<file path="config.mk">
export PLATFORM = sky130hd
export DESIGN_NAME = vector_deserializer
export DESIGN_NICKNAME = d
export VERILOG_FILES = /design/src/rtl/vector_deserializer.sv
export SDC_FILE = /design/constraint.sdc
export NUM_CORES = 1
export LEC_CHECK = 0
export CAP_MARGIN = 20
export CORE_ASPECT_RATIO = 1.75
export CORE_MARGIN = 2
export CORE_UTILIZATION = 51
export DETAILED_ROUTE_END_ITERATION = 8
export PLACE_DENSITY = 0.84
export SYNTH_ARGS = -nofsm -noshare
export SYNTH_HDL_FRONTEND = slang
export SYNTH_SLANG_ARGS = --single-unit
</file>
<file path="constraint.sdc">
create_clock -name clk -period 4.6 [get_ports clk]
set_input_delay 0.92 -clock clk [delete_from_list [all_inputs] [get_ports clk]]
set_output_delay 0.92 -clock clk [all_outputs]
set_load 0.01 [all_outputs]
</file>
<file path="src/rtl/vector_deserializer.sv">
// Serial-to-parallel loader: packs a valid/ready element stream into VECTORS x FEATURES
// parallel vectors and holds the frame until the consumer acknowledges it.
module vector_deserializer #(
  parameter int ELEMENT_BITS  = 8,
  parameter int FEATURES      = 4,
  parameter int VECTORS       = 2,
  parameter int ELEM_CNT_BITS = (FEATURES > 1) ? $clog2(FEATURES) : 1,
  parameter int VEC_CNT_BITS  = (VECTORS > 1) ? $clog2(VECTORS) : 1
) (
  input  logic                                     clk,
  input  logic                                     reset_n,
  input  logic                                     start,
  input  logic                                     abort,
  input  logic                                     in_valid,
  input  logic [ELEMENT_BITS-1:0]                  in_data,
  output logic                                     in_ready,
  output logic [VECTORS*FEATURES*ELEMENT_BITS-1:0] out_data,
  output logic                                     out_valid,
  input  logic                                     out_ack,
  output logic                                     done,
  output logic                                     busy
);

  localparam int OUT_W = VECTORS * FEATURES * ELEMENT_BITS;

  typedef enum logic [1:0] {
    IDLE = 2'd0,
    FILL = 2'd1,
    HOLD = 2'd2
  } state_t;

  state_t                   state_q, state_d;
  logic [ELEM_CNT_BITS-1:0] elem_cnt_q, elem_cnt_d;
  logic [VEC_CNT_BITS-1:0]  vec_cnt_q, vec_cnt_d;
  logic [OUT_W-1:0]         data_q, data_d;
  logic                     done_q, done_d;
  logic                     accept;
  logic                     elem_last;
  logic                     vec_last;

  // abort masks the handshake so an element offered alongside it is never written
  assign accept    = (state_q == FILL) && in_valid && !abort;
  assign elem_last = (elem_cnt_q == ELEM_CNT_BITS'(FEATURES - 1));
  assign vec_last  = (vec_cnt_q == VEC_CNT_BITS'(VECTORS - 1));

  always_comb begin
    state_d    = state_q;
    elem_cnt_d = elem_cnt_q;
    vec_cnt_d  = vec_cnt_q;
    data_d     = data_q;
    done_d     = 1'b0;

    for (int v = 0; v < VECTORS; v++) begin
      for (int f = 0; f < FEATURES; f++) begin
        if (accept && (vec_cnt_q == VEC_CNT_BITS'(v)) && (elem_cnt_q == ELEM_CNT_BITS'(f))) begin
          data_d[(v*FEATURES+f)*ELEMENT_BITS +: ELEMENT_BITS] = in_data;
        end
      end
    end

    if (abort) begin
      state_d    = IDLE;
      elem_cnt_d = '0;
      vec_cnt_d  = '0;
    end else begin
      case (state_q)
        IDLE: begin
          if (start) begin
            state_d    = FILL;
            elem_cnt_d = '0;
            vec_cnt_d  = '0;
          end
        end
        FILL: begin
          if (accept) begin
            if (elem_last) begin
              elem_cnt_d = '0;
              if (vec_last) begin
                vec_cnt_d = '0;
                state_d   = HOLD;
                done_d    = 1'b1;
              end else begin
                vec_cnt_d = vec_cnt_q + VEC_CNT_BITS'(1);
              end
            end else begin
              elem_cnt_d = elem_cnt_q + ELEM_CNT_BITS'(1);
            end
          end
        end
        HOLD: begin
          // start together with out_ack chains straight into the next frame
          if (out_ack) begin
            state_d    = start ? FILL : IDLE;
            elem_cnt_d = '0;
            vec_cnt_d  = '0;
          end
        end
        default: begin
          state_d    = IDLE;
          elem_cnt_d = '0;
          vec_cnt_d  = '0;
        end
      endcase
    end
  end

  always_ff @(posedge clk or negedge reset_n) begin
    if (!reset_n) begin
      state_q    <= IDLE;
      elem_cnt_q <= '0;
      vec_cnt_q  <= '0;
      data_q     <= '0;
      done_q     <= 1'b0;
    end else begin
      state_q    <= state_d;
      elem_cnt_q <= elem_cnt_d;
      vec_cnt_q  <= vec_cnt_d;
      data_q     <= data_d;
      done_q     <= done_d;
    end
  end

  assign in_ready  = (state_q == FILL);
  assign out_valid = (state_q == HOLD);
  assign busy      = (state_q != IDLE);
  assign done      = done_q;
  assign out_data  = data_q;

endmodule
</file>
==> impl_metrics.tcl, run 1 <==
set metrics [dict create \
    outcome "completed" \
    drtIter0Drc 55 \
    async_flop_share 1.00 \
    wl_um 6410 \
    reg2reg_slack_ns 2.79 \
    postSynthCellCount 180 \
    p_total_mw 1.31 \
    synth_area_per_cell_um2 16.3 \
    cp.required_ns 3.68 \
    syn2layout_area_growth_pct 36.3 \
    drc_errors 0 \
    routed_via_density 5.18 \
    leakagePower_nw 1.84 \
    maxCapViolations 0 \
    rsz0062_at_grt "no" \
    slew_headroom 0.437 \
    critPathSlowestCell "clkdlybuf4s50_1" \
    clk_pin_slew_ns 0.07 \
    worstPathArrival_ns 1.71 \
    ir_drop_uv 226 \
    synth_ff_type "dfrtp_1" \
    seq_power_share 0.508 \
    hold_viol 0 \
    place_area_mm2 0.00379 \
    sw_frac_of_total 0.224 \
    internal_power_mw 1.02 \
    end_kind "primary output" \
    grt_max_degree 41 \
    hold_buffers 0 \
    yosysWarnings 0 \
    ys_seq_area_frac 0.599 \
    layout.nets 286 \
    synth_top_cell_by_area "dfrtp_1" \
    path_max_fanout 7 \
    cp-start-kind "flop" \
    antenna_found_initial 0 \
    dp_hpwl_um 4530 \
    synth_top_area_share 0.599 \
    path_cells "nand2b_1, inv_1, clkdlybuf4s50_1" \
    multi_input_area_mm2 0.00111 \
    cts_setup_buffers 0 \
    final.fill_count 374 \
    place_inst 333 \
    cts-resized-gates 0 \
    via_count 1807 \
    post-place-ws_ns 1.75 \
    overflow 0 \
    powerDensity_mw_per_mm2 329 \
    dr.pass1.iters 4 \
    first_global_vias 1981 \
    clock_latency_ns 0.34 \
    clock_sinks 70 \
    max_slew.worst_pin.slew_ns 0.844 \
    fin_util 0.720 \
    finalInstanceArea_mm2 0.00399 \
    die_area_mm2 0.00638 \
    grt_util_all_layers 0.225 \
    comb_power_share 0.119 \
    ys_types 27 \
    grt_pass1_wl_um 10300 \
    synth_area_leaders "dfrtp_1 60%, mux2_2 15%, mux2_4 12%, ha_1 1.7%, buf_6 1.5%" \
    maxSlewViolCount 0 \
    p_sw_mw 0.294 \
    critical_path.max_stage_delay_ns 0.56 \
    fmax_mhz 380 \
    fin_crit_sh 0.573 \
    clkPwrFrac 0.374 \
    ios 82 \
    synth_nets 198 \
    cts_buffers 9 \
    whs_ns 0.506 \
    cts_tree "yes" \
    io_buffers 81 \
    htree_levels 3 \
    setup_viol 0 \
    cts_buffer_depth 2 \
    start_util 0.528 \
    finalNonFillerCells 349 \
    drive_gt1_frac 0.326 \
    synth_edf_count 0 \
    hold_path_class "reg -> reg" \
    gp_congestion 0.732 \
    yosysMostFrequentCell "dfrtp_1" \
    fin_tns_setup_ns 0 \
    min_period_ns 2.63 \
    ys_ff_latch 70 \
    ys_top_cells_by_count "70 x dfrtp_1, 40 x mux2_2, 24 x mux2_4" \
    die_x_um 61.3 \
    coreArea_mm2 0.00554 \
    layout_setup_ws_ns 1.97 \
    skew_ns 0.00670 \
    dieHeight_um 104 \
    diodes 0 \
    syn_area_mm2 0.00293 \
    root_buffer "clkbuf_8" \
    ant_nets 0 \
    rows 36 \
    crit_type "reg -> out" \
    wl_per_cell_um 18.4 \
    seq_area_mm2 0.00175 \
]
==> final timing paths <==
| path | start | endpoint | cells past startpoint |
|---|---|---|---|
| min reg2reg | out_data[46] | out_data[46] | 1 |
| max in group asynchronous | reset_n | out_data[16] | 2 |
| min in group asynchronous | reset_n | out_data[2] | 1 |
| max | state_q[1] | in_ready | 3 |
| min | out_data[46] | out_data[46] | 1 |
| max reg2reg | state_q[1] | out_data[5] | 3 |
==> per-layer routing <==
layer	global-route usage	wire length (µm)	vias to the layer above
li1	-	-	817
met1	0.257	2400	930
met2	0.379	3640	51
met3	0.0473	245	9
met4	0.110	126	0
met5	0	0	-
==> layout by cell type, fill, tap and decap left out <==
cell / instances
a21oi_1: 1
a221oi_1: 1
a31oi_1: 1
a32oi_1: 1
and3_4: 3
and4bb_1: 1
buf_2: 1
buf_4: 1
bufinv_16: 1
clkbuf_1: 2
clkbuf_8: 11
clkdlybuf4s50_1: 80
clkinv_2: 1
clkinvlp_4: 1
dfrtp_1: 70
ha_1: 4
inv_1: 5
mux2_2: 40
mux2_4: 24
mux2i_1: 1
nand2_1: 2
nand2b_1: 3
nand3_1: 3
nand3_2: 1
nand3b_2: 4
nor2_1: 3
nor2b_1: 1
nor4bb_1: 1
o21ai_0: 1
o22a_1: 1
o32ai_1: 1
or2_2: 1
xor2_1: 1
==> cell type report <==
type	count	area share
inverters	5	0.00471
multi-input cells	100	0.278
repair buffers	82	0.204
clock inverters	3	0.0107
well taps	76	0.0238
flip-flops and latches	70	0.439
clock buffers	13	0.0398
==> power groups by stage <==
stage | logic [mW] | clock network, mW | registers (mW)
final | 0.156 | 0.490 | 0.665
after global placement | 0.154 | 0 | 0.675
after global routing | 0.169 | 0.528 | 0.667
after detailed placement | 0.158 | 0 | 0.677
after CTS | 0.158 | 0.507 | 0.666
after floorplan | 0.0389 | 0 | 0.689
==> sequential cells by signal, summed over array words and instances, names as in the netlist <==
name and count:
done 1, elem_cnt_q 2, out_data 64, state_q 2
vec_cnt_q 1
==> kinds of logic after synthesis <==
family / synth area share
flip-flops: 0.599
multiplexers: 0.280
AND/OR/NAND/NOR: 0.0603
buffers and inverters: 0.0231
AO/OA/AOI/OAI: 0.0175
adder cells (fa/ha/maj): 0.0171
XOR/XNOR: 0.00299
==> worst max-delay path: cells and delay by family (launching register included) <==
family / cells / cell delay (ns)
buffers and inverters: 2 / 0.72
and+or+nand+nor: 1 / 0.20
DFF: 1 / 0.45
(Power assumes the default switching activity.)
==> run 2: changes to the inputs <==
--- a/config.mk
+++ b/config.mk
@@ -8,9 +8,9 @@
 export CAP_MARGIN = 20
 export CORE_ASPECT_RATIO = 1.75
 export CORE_MARGIN = 2
-export CORE_UTILIZATION = 51
+export CORE_UTILIZATION = 47
 export DETAILED_ROUTE_END_ITERATION = 8
-export PLACE_DENSITY = 0.84
+export PLACE_DENSITY = 0.79
 export SYNTH_ARGS = -nofsm -noshare
 export SYNTH_HDL_FRONTEND = slang
 export SYNTH_SLANG_ARGS = --single-unit
==> constraint.sdc (replaced) <==
create_clock -name clk -period 2.7 [get_ports clk]
set_input_delay 0.54 -clock clk [delete_from_list [all_inputs] [get_ports clk]]
set_output_delay 0.54 -clock clk [all_outputs]
set_load 0.01 [all_outputs]
==> impl_metrics.tcl, run 2 (synthesis results as in run 1) <==
set metrics [dict create \
    grt_max_degree 44 \
    die_area_mm2 0.00690 \
    maxSlewViolCount 0 \
    end_kind "primary output" \
    cp-start-kind "flop" \
    whs_ns 0.205 \
    gp_congestion 0.740 \
    diodes 0 \
    worstPathArrival_ns 1.70 \
    routed_via_density 4.98 \
    cts_tree "yes" \
    reg2reg_slack_ns 0.88 \
    drtIter0Drc 52 \
    io_buffers 81 \
    p_total_mw 2.36 \
    cts-resized-gates 0 \
    fin_crit_sh 0.830 \
    cts_setup_buffers 0 \
    drive_gt1_frac 0.332 \
    fmax_mhz 446 \
    ir_drop_uv 461 \
    hold_viol 0 \
    leakagePower_nw 1.86 \
    final_cell_mix "80 x clkdlybuf4s50_1, 70 x dfrtp_1, 40 x mux2_2" \
    setup_viol 0 \
    ios 82 \
    drc_errors 0 \
    grt_pass1_wl_um 9650 \
    maxCapViolations 0 \
    mostFrequentLayoutCell "clkdlybuf4s50_1" \
    clock_latency_ns 0.34 \
    wl_per_cell_um 17.6 \
    grt_util_all_layers 0.194 \
    layout.nets 287 \
    fin_tns_setup_ns 0 \
    outcome "completed" \
    max_slew.worst_pin.slew_ns 0.516 \
    slew_headroom 0.656 \
    powerDensity_mw_per_mm2 585 \
    clk_pin_slew_ns 0.07 \
    wl_um 6250 \
    htree_levels 3 \
    r2r-end "out_data[12]" \
    coreArea_mm2 0.00613 \
    cts_buffer_depth 2 \
    rsz0062_at_grt "no" \
    antenna_found_initial 0 \
    ant_nets 0 \
    path_cells "nand2b_1, inv_1, clkdlybuf4s50_1" \
    via_count 1762 \
    crit_type "reg -> out" \
    skew_ns 0.0101 \
    largest_register_ffs 64 \
    clock_sinks 70 \
    hold_buffers 0 \
    dieHeight_um 108 \
    die_x_um 63.7 \
    start_util 0.477 \
    syn2layout_area_growth_pct 37.8 \
    first_global_vias 1779 \
    min_period_ns 2.24 \
    reg2reg_from "state_q[1]" \
    rows 38 \
    critPathSlowestCell "clkdlybuf4s50_1" \
    overflow 0 \
    critical_path.max_stage_delay_ns 0.56 \
    final.fill_count 446 \
    path_max_fanout 7 \
    cp.required_ns 2.16 \
    dp_hpwl_um 4580 \
    ff2ff_path_depth 3 \
    cts_buffers 9 \
    hold_path_class "in -> async" \
    root_buffer "clkbuf_8" \
    dr.pass1.iters 4 \
]
-- run 2: area by class of cell --
class | instances | area (µm²) | share of cell area
clock inverters | 3 | 65.1 | 0.0161
inverters | 5 | 18.8 | 0.00465
clock buffers | 13 | 169 | 0.0419
well taps | 80 | 100 | 0.0248
flip-flops and latches | 70 | 1750 | 0.434
multi-input cells | 100 | 1110 | 0.275
repair buffers | 83 | 821 | 0.204
-- run 2: layer usage --
metal / vias to the layer above / part of all wire / GRT usage / routed length [µm]
met4: 0 / 0.019 / 0.0839 / 121
met5: - / 0 / 0 / 0
li1: 818 / - / - / -
met1: 893 / 0.38 / 0.217 / 2360
met3: 9 / 0.027 / 0.0437 / 169
met2: 42 / 0.58 / 0.350 / 3600
-- run 2: metrics by stage --
step,setup slack (ns),util,std cells,area [µm²]
2_1_floorplan,1.03,-,180,2930
3_3_place_gp,0.289,0.619,338,3800
3_5_place_dp,0.224,0.619,338,3800
4_1_cts,0.442,0.657,354,4030
5_1_grt,0.399,0.657,354,4030
6_report,0.460,0.657,354,4030
-- run 2: worst max-delay path: cells and delay by family, from the launching register on --
family,cells,cell delay (ns)
buffers and inverters,2,0.71
DFF,1,0.45
and+or+nand+nor,1,0.20
-- run 2: power by group --
group	leakage, nW	internal, mW	switching [mW]	total (mW)
clock	0.120	0.595	0.365	0.960
sequential	0.957	1.10	0.0279	1.13
combinational	0.788	0.154	0.114	0.268
total	1.86	1.85	0.506	2.36
-- run 2: worst max path at each step --
stage	startpoint	to
floorplan	abort	out_data[56]
global placement	abort	out_data[1]
detailed placement	abort	out_data[12]
CTS	state_q[1]	in_ready
global route	state_q[1]	in_ready
finish	state_q[1]	in_ready
